--- src/rtl/port_allocator.sv ---
// port_allocator: per-output wormhole lock allocator for a 5-port router.
//
// Each output runs a small IDLE/LOCKED FSM. An IDLE output grants the first
// eligible header in round-robin order from its pointer. While LOCKED, the
// output forwards the owner's head flit each cycle it is present. It releases
// after the tail is popped, and the pointer then moves just past the owner.
//
// Port order for inputs and outputs: N=0, E=1, W=2, S=3, L=4.
// Flit type encoding on flit_id: HEADER=3'b001, PAYLOAD=3'b010, TAIL=3'b100.
//
// Optional build macro LOCK_TIMEOUT_EN: if the owner stays empty for 15
// consecutive locked cycles, the lock is dropped as if the tail had been seen.
//
// state  | meaning
// IDLE   | output free; may grant a header this cycle, lock from next cycle
// LOCKED | output owned by owner_q; forwards owner's flits until its tail

module port_allocator (
  input  logic        clk,
  input  logic        rst,
  input  logic [4:0]  empty,
  input  logic [14:0] flit_id,
  input  logic [24:0] req,
  output logic [24:0] grant,
  output logic [4:0]  rd_en,
  output logic [4:0]  out_valid
);

  localparam int N_PORTS = 5;

  localparam logic [2:0] FLIT_HEADER = 3'b001;
  localparam logic [2:0] FLIT_TAIL   = 3'b100;

  typedef enum logic {
    ST_IDLE   = 1'b0,
    ST_LOCKED = 1'b1
  } state_t;

  state_t     state_q [N_PORTS];
  state_t     state_d [N_PORTS];
  logic [2:0] owner_q [N_PORTS];
  logic [2:0] owner_d [N_PORTS];
  logic [2:0] ptr_q   [N_PORTS];
  logic [2:0] ptr_d   [N_PORTS];

`ifdef LOCK_TIMEOUT_EN
  logic [3:0] cnt_q [N_PORTS];
  logic [3:0] cnt_d [N_PORTS];
`endif

  logic [2:0]  head_type [N_PORTS];
  logic [4:0]  req_low   [N_PORTS];
  logic [4:0]  busy_in;
  logic [4:0]  cand      [N_PORTS];
  logic [2:0]  pick      [N_PORTS];
  logic [4:0]  pick_vld;
  logic [24:0] grant_d;

  // Pointer value used after the owner releases: one past it, wrapping 4 to 0.
  function automatic logic [2:0] next_ptr(input logic [2:0] o);
    return (o == 3'd4) ? 3'd0 : o + 3'd1;
  endfunction

  // Split the head flit type per input; keep only the lowest requested output per row.
  always_comb begin
    for (int i = 0; i < N_PORTS; i++) begin
      head_type[i] = flit_id[3*i +: 3];
      req_low[i]   = req[5*i +: 5] & (~req[5*i +: 5] + 5'd1);
    end
  end

  // An input that already owns a locked output cannot start another packet.
  always_comb begin
    busy_in = '0;
    for (int j = 0; j < N_PORTS; j++) begin
      for (int i = 0; i < N_PORTS; i++) begin
        if (state_q[j] == ST_LOCKED && owner_q[j] == 3'(i)) begin
          busy_in[i] = 1'b1;
        end
      end
    end
  end

  // Candidate matrix and round-robin pick starting at each output's pointer.
  always_comb begin
    int idx;
    idx      = 0;
    pick_vld = '0;
    for (int j = 0; j < N_PORTS; j++) begin
      pick[j] = '0;
      for (int i = 0; i < N_PORTS; i++) begin
        cand[j][i] = !empty[i] && (head_type[i] == FLIT_HEADER) &&
                     req_low[i][j] && !busy_in[i];
      end
      for (int k = 0; k < N_PORTS; k++) begin
        idx = int'(ptr_q[j]) + k;
        if (idx >= N_PORTS) begin
          idx = idx - N_PORTS;
        end
        if (!pick_vld[j] && cand[j][idx]) begin
          pick[j]     = 3'(idx);
          pick_vld[j] = 1'b1;
        end
      end
    end
  end

  // Per-output FSM next state plus the combinational pop/forward strobes.
  always_comb begin
    rd_en     = '0;
    out_valid = '0;
    grant_d   = '0;
    for (int j = 0; j < N_PORTS; j++) begin
      state_d[j] = state_q[j];
      owner_d[j] = owner_q[j];
      ptr_d[j]   = ptr_q[j];
`ifdef LOCK_TIMEOUT_EN
      cnt_d[j]   = '0;
`endif
      case (state_q[j])
        ST_IDLE: begin
          if (pick_vld[j]) begin
            state_d[j] = ST_LOCKED;
            owner_d[j] = pick[j];
          end
        end
        ST_LOCKED: begin
          if (!empty[owner_q[j]]) begin
            rd_en[owner_q[j]] = 1'b1;
            out_valid[j]      = 1'b1;
            if (head_type[owner_q[j]] == FLIT_TAIL) begin
              state_d[j] = ST_IDLE;
              ptr_d[j]   = next_ptr(owner_q[j]);
            end
          end
`ifdef LOCK_TIMEOUT_EN
          else begin
            // Release on the stalled cycle that brings the count to 15.
            cnt_d[j] = (cnt_q[j] == 4'd15) ? 4'd15 : cnt_q[j] + 4'd1;
            if (cnt_q[j] == 4'd14) begin
              state_d[j] = ST_IDLE;
              ptr_d[j]   = next_ptr(owner_q[j]);
            end
          end
`endif
        end
        default: begin
          state_d[j] = ST_IDLE;
        end
      endcase
      for (int i = 0; i < N_PORTS; i++) begin
        grant_d[5*i + j] = (state_d[j] == ST_LOCKED) && (owner_d[j] == 3'(i));
      end
    end
    if (rst) begin
      rd_en     = '0;
      out_valid = '0;
    end
  end

  // State, owner, pointer and registered grant matrix; reset aborts any packet.
  always_ff @(posedge clk) begin
    if (rst) begin
      for (int j = 0; j < N_PORTS; j++) begin
        state_q[j] <= ST_IDLE;
        owner_q[j] <= '0;
        ptr_q[j]   <= '0;
`ifdef LOCK_TIMEOUT_EN
        cnt_q[j]   <= '0;
`endif
      end
      grant <= '0;
    end else begin
      for (int j = 0; j < N_PORTS; j++) begin
        state_q[j] <= state_d[j];
        owner_q[j] <= owner_d[j];
        ptr_q[j]   <= ptr_d[j];
`ifdef LOCK_TIMEOUT_EN
        cnt_q[j]   <= cnt_d[j];
`endif
      end
      grant <= grant_d;
    end
  end

  // Grant matrix must stay one-hot-or-zero per output column and input row.
  for (genvar g = 0; g < N_PORTS; g++) begin : g_grant_chk
    logic [4:0] col;
    assign col = {grant[20 + g], grant[15 + g], grant[10 + g], grant[5 + g], grant[g]};
    a_col_onehot : assert property (@(posedge clk) $onehot0(col));
    a_row_onehot : assert property (@(posedge clk) $onehot0(grant[5*g +: 5]));
  end

endmodule

--- config.mk ---
export PLATFORM = sky130hd
export DESIGN_NAME = port_allocator
export DESIGN_NICKNAME = d
export VERILOG_FILES = /design/src/rtl/port_allocator.sv
export SDC_FILE = /design/constraint.sdc
export NUM_CORES = 1
export LEC_CHECK = 0
export CAP_MARGIN = 20
export CORE_ASPECT_RATIO = 0.5
export CORE_UTILIZATION = 25
export CTS_BUF_LIST = sky130_fd_sc_hd__clkbuf_4
export DETAILED_ROUTE_END_ITERATION = 8
export GPL_ROUTABILITY_DRIVEN = 0
export PLACE_DENSITY = 0.41
export SYNTH_ARGS = -nofsm -noshare
export SYNTH_HDL_FRONTEND = slang
export SYNTH_SLANG_ARGS = --single-unit
--- constraint.sdc ---
create_clock -name clk -period 11.8 [get_ports clk]
set_clock_uncertainty 0.1 [all_clocks]
set_input_delay 3.54 -clock clk [delete_from_list [all_inputs] [get_ports clk]]
set_output_delay 3.54 -clock clk [all_outputs]
set_load 0.1 [all_outputs]
==> metrics.md <==
| Metric | Value |
|---|---|
| Slew headroom | `27.7%` |
| Worst hold path class | `reg -> reg` |
| Fmax | `0.0948 GHz` |
| Critical path arrival | `6.91 ns` |
| Cells taking the most area after synthesis | `dfxtp_1, ha_1, nor2_1` |
| First-pass GRT wire length | `58.8 mm` |
| Final period utilization | `89.4%` |
| Die area | `39500 um2` |
| Launching instance or port of the critical path | `empty[2]` |
| Final Power | `512 uW` |
| Worst-path clk slew | `0.11 ns` |
| Hold buffers post-CTS | `0` |
| Multi-input logic area | `7930 um2` |
| Netlist cell types | `97` |
| CP Max Fanout | `7` |
| Static leakage | `0.00400 uW` |
| CTS tree | `done` |
| DRT antenna net count | `0` |
| Pwr dens | `46.5 nW/um2` |
| Status | `finished, final reports clean` |
| Flops & latches, synth | `60` |
| CP startpoint kind | `input pin` |
| Pin count of the biggest net entering global routing | `29` |
| EDFF count, synth | `0` |
| Critical Path RT | `8.16 ns` |
| CTS max path bufs | `2` |
| Initial Utilization | `25.6%` |
| First drt pass iteration count | `6` |
| Flop2flop setup slack | `6.86 ns` |
| Post-route DRC | `0` |
| Register area | `1200 um2` |
| DRT Wirelength | `38.3 mm` |
| Vias in the first global route | `9769` |
| # resized after CTS | `0` |
| Clock sinks | `60` |
| H-tree depth | `3` |
| GR Overflow Total | `0` |
| Hpwl dp | `30.2 mm` |
| Synth top cells by count | `nor2_1, nand2_1, ha_1` |
| Yosys Warn Count | `0` |
| Worst Tran Pin Value | `1.08 ns` |
| Worst skew pair latency | `0.47 ns` |
| Depth of the most critical reg-to-reg path | `11` |
| Layout cells sized above 1 | `5.83%` |
| Dpl cell area | `10900 um2` |
| Initial antenna violation count | `2` |
| Final Critical Period | `10.55 ns` |
| Row Count | `50` |
| Area Overhead vs Synth | `14.1%` |
| Post CTS Setup Buffer Count | `0` |
| Leading area contributor after synthesis | `dfxtp_1` |
| RSZ-0062 raised after global routing | `false` |
| Die X | `280 um` |
| Vert. Die Dim | `141 um` |
| CTS root buf | `clkbuf_4` |
| Top FF cell, synth | `dfxtp_1` |
| Crit path to | `rd_en[3]` |
| Syn Area/Cell | `7.12 um2` |
| Routed wire length per instance | `20.0 um` |
| Synthesized area | `9670 um2` |
| Peak supply drop | `0.0000466 V` |
| WS Path Type | `in -> out` |
| Finished Cell Area | `11000 um2` |
| Met1 WL | `19.0 mm` |
| Crit. End Element | `output pin` |
| Total Nets Final | `1521` |
| Core Area | `37700 um2` |
| WL met2 | `16.8 mm` |
| Post-synthesis sequential area ratio | `12.4%` |
| R2r endpoint | `grant[23]` |
| Area share of the largest cell type after synthesis | `12.4%` |
| Final hold slack | `0.589 ns` |
| Port bufs | `81` |
| Critical R2R Launch | `owner_q[0][3]` |
| Initial drt markers | `1054` |
| Cells after Synth | `1358` |
| Slew Limit Fails | `0` |
| Total negative slack | `0 ns` |
| GRT Total Usage | `18.9%` |
| Drt via density | `5.61` |
| Final setup viols | `0` |
| Net count after synthesis | `1494` |
| Final Hold Viols | `0` |
| Via count | `10734` |
| Io pins | `82` |
| Met3 wire length | `1.90 mm` |
| FFs w/ async S/R, synth | `0%` |
| Most frequent cell after synthesis | `nor2_1` |
| Number of fillers in the final layout | `4047` |
| Max-Cap Viols | `0` |
| Top sig layer | `met4` |
| Total CTS buffers | `9` |
==> cell usage in the layout, fill, tap and decap left out, types with 11 or more instances in the layout <==
master and count:
nor2_1 152, nand2_1 92, ha_1 89, a21oi_1 81, clkdlybuf4s50_1 80, o21ai_0 71, inv_1 60, dfxtp_1 60
nand3_1 55, nor3_1 44, nor2b_1 37, mux2i_1 36, nand4_1 28, a211oi_1 28, o22ai_1 23, nor4_1 23
a31oi_1 22, and3_1 20, nand3b_1 20, nand2b_1 19, and2_1 18, a211o_1 16, o211ai_1 15, a21o_1 14
nor4b_1 12, or3_1 11, mux2_2 11, a22oi_1 11
==> per-layer routing <==
| metal | global-route usage, % | up-vias |
|---|---|---|
| met1 | 27.4 | 5144 |
| met2 | 29.7 | 335 |
| met5 | 0 | - |
| met4 | 4.57 | 0 |
| met3 | 2.10 | 42 |
| li1 | - | 5213 |
==> cell families (layout without fill, tap and decap cells) <==
family | after synthesis | after routing | share of synthesized area, %
xor gates and xnor gates | 12 | 12 | 1.09
buffers and inverters | 135 | 167 | 5.58
and+or+nand+nor | 594 | 594 | 33.4
DFF | 60 | 60 | 12.4
other | 0 | 2 | 0
muxes | 48 | 48 | 5.24
AOI/OAI and AO/OA | 420 | 420 | 30.7
adders and majority gates | 89 | 89 | 11.5
==> sequential cells by signal, summed over array words and instances, names as in the netlist <==
register and cells:
state_q 5, ptr_q 15, owner_q 15, grant 25
==> worst max-delay path: stages <==
cell             delay, ns
clkdlybuf4s50_1       0.58
mux2_2                0.34
a221oi_1              0.27
o21ai_0               0.23
nor2_1                0.25
nand2_1               0.10
o22a_1                0.21
a41oi_1               0.23
clkdlybuf4s50_1       1.17
==> per-stage QoR <==
step | worst slack (ns) | std cells | utilization [%]
after floorplan | 1.92 | 1358 | -
after global placement | 1.31 | 1894 | 28.8
after detailed placement | 1.26 | 1894 | 28.8
after CTS | 1.25 | 1910 | 29.2
after global routing | 1.14 | 1912 | 29.2
final | 1.25 | 1912 | 29.2
==> worst min-delay path by stage <==
stage | start | end | slack [ns] | cells after the start
after floorplan | ptr_q[0][13] | ptr_q[0][13] | 0.45 | 2
after global routing | ptr_q[0][13] | ptr_q[0][13] | 0.59 | 2
final | ptr_q[0][13] | ptr_q[0][13] | 0.59 | 2
after global placement | ptr_q[0][13] | ptr_q[0][13] | 0.55 | 2
after CTS | ptr_q[0][13] | ptr_q[0][13] | 0.57 | 2
after detailed placement | ptr_q[0][13] | ptr_q[0][13] | 0.56 | 2
==> cell type report <==
class / instances / share of cell area, %
multi-input combinational: 1163 / 71.9
timing repair buffer: 88 / 7.78
sequential: 60 / 10.9
tap: 520 / 5.90
inverter: 63 / 2.14
antenna: 2 / 0.0454
clock buffer: 9 / 0.613
clock inverter: 7 / 0.692
==> report_power, final <==
group | switching, uW | internal (uW) | leakage (uW)
logic | 84.9 | 48.0 | 0.00344
clock network | 95.2 | 65.4 | 0.0000725
registers | 12.0 | 207 | 0.000484
total | 192 | 320 | 0.00400
No activity file was read; power rests on OpenSTA's default activity.
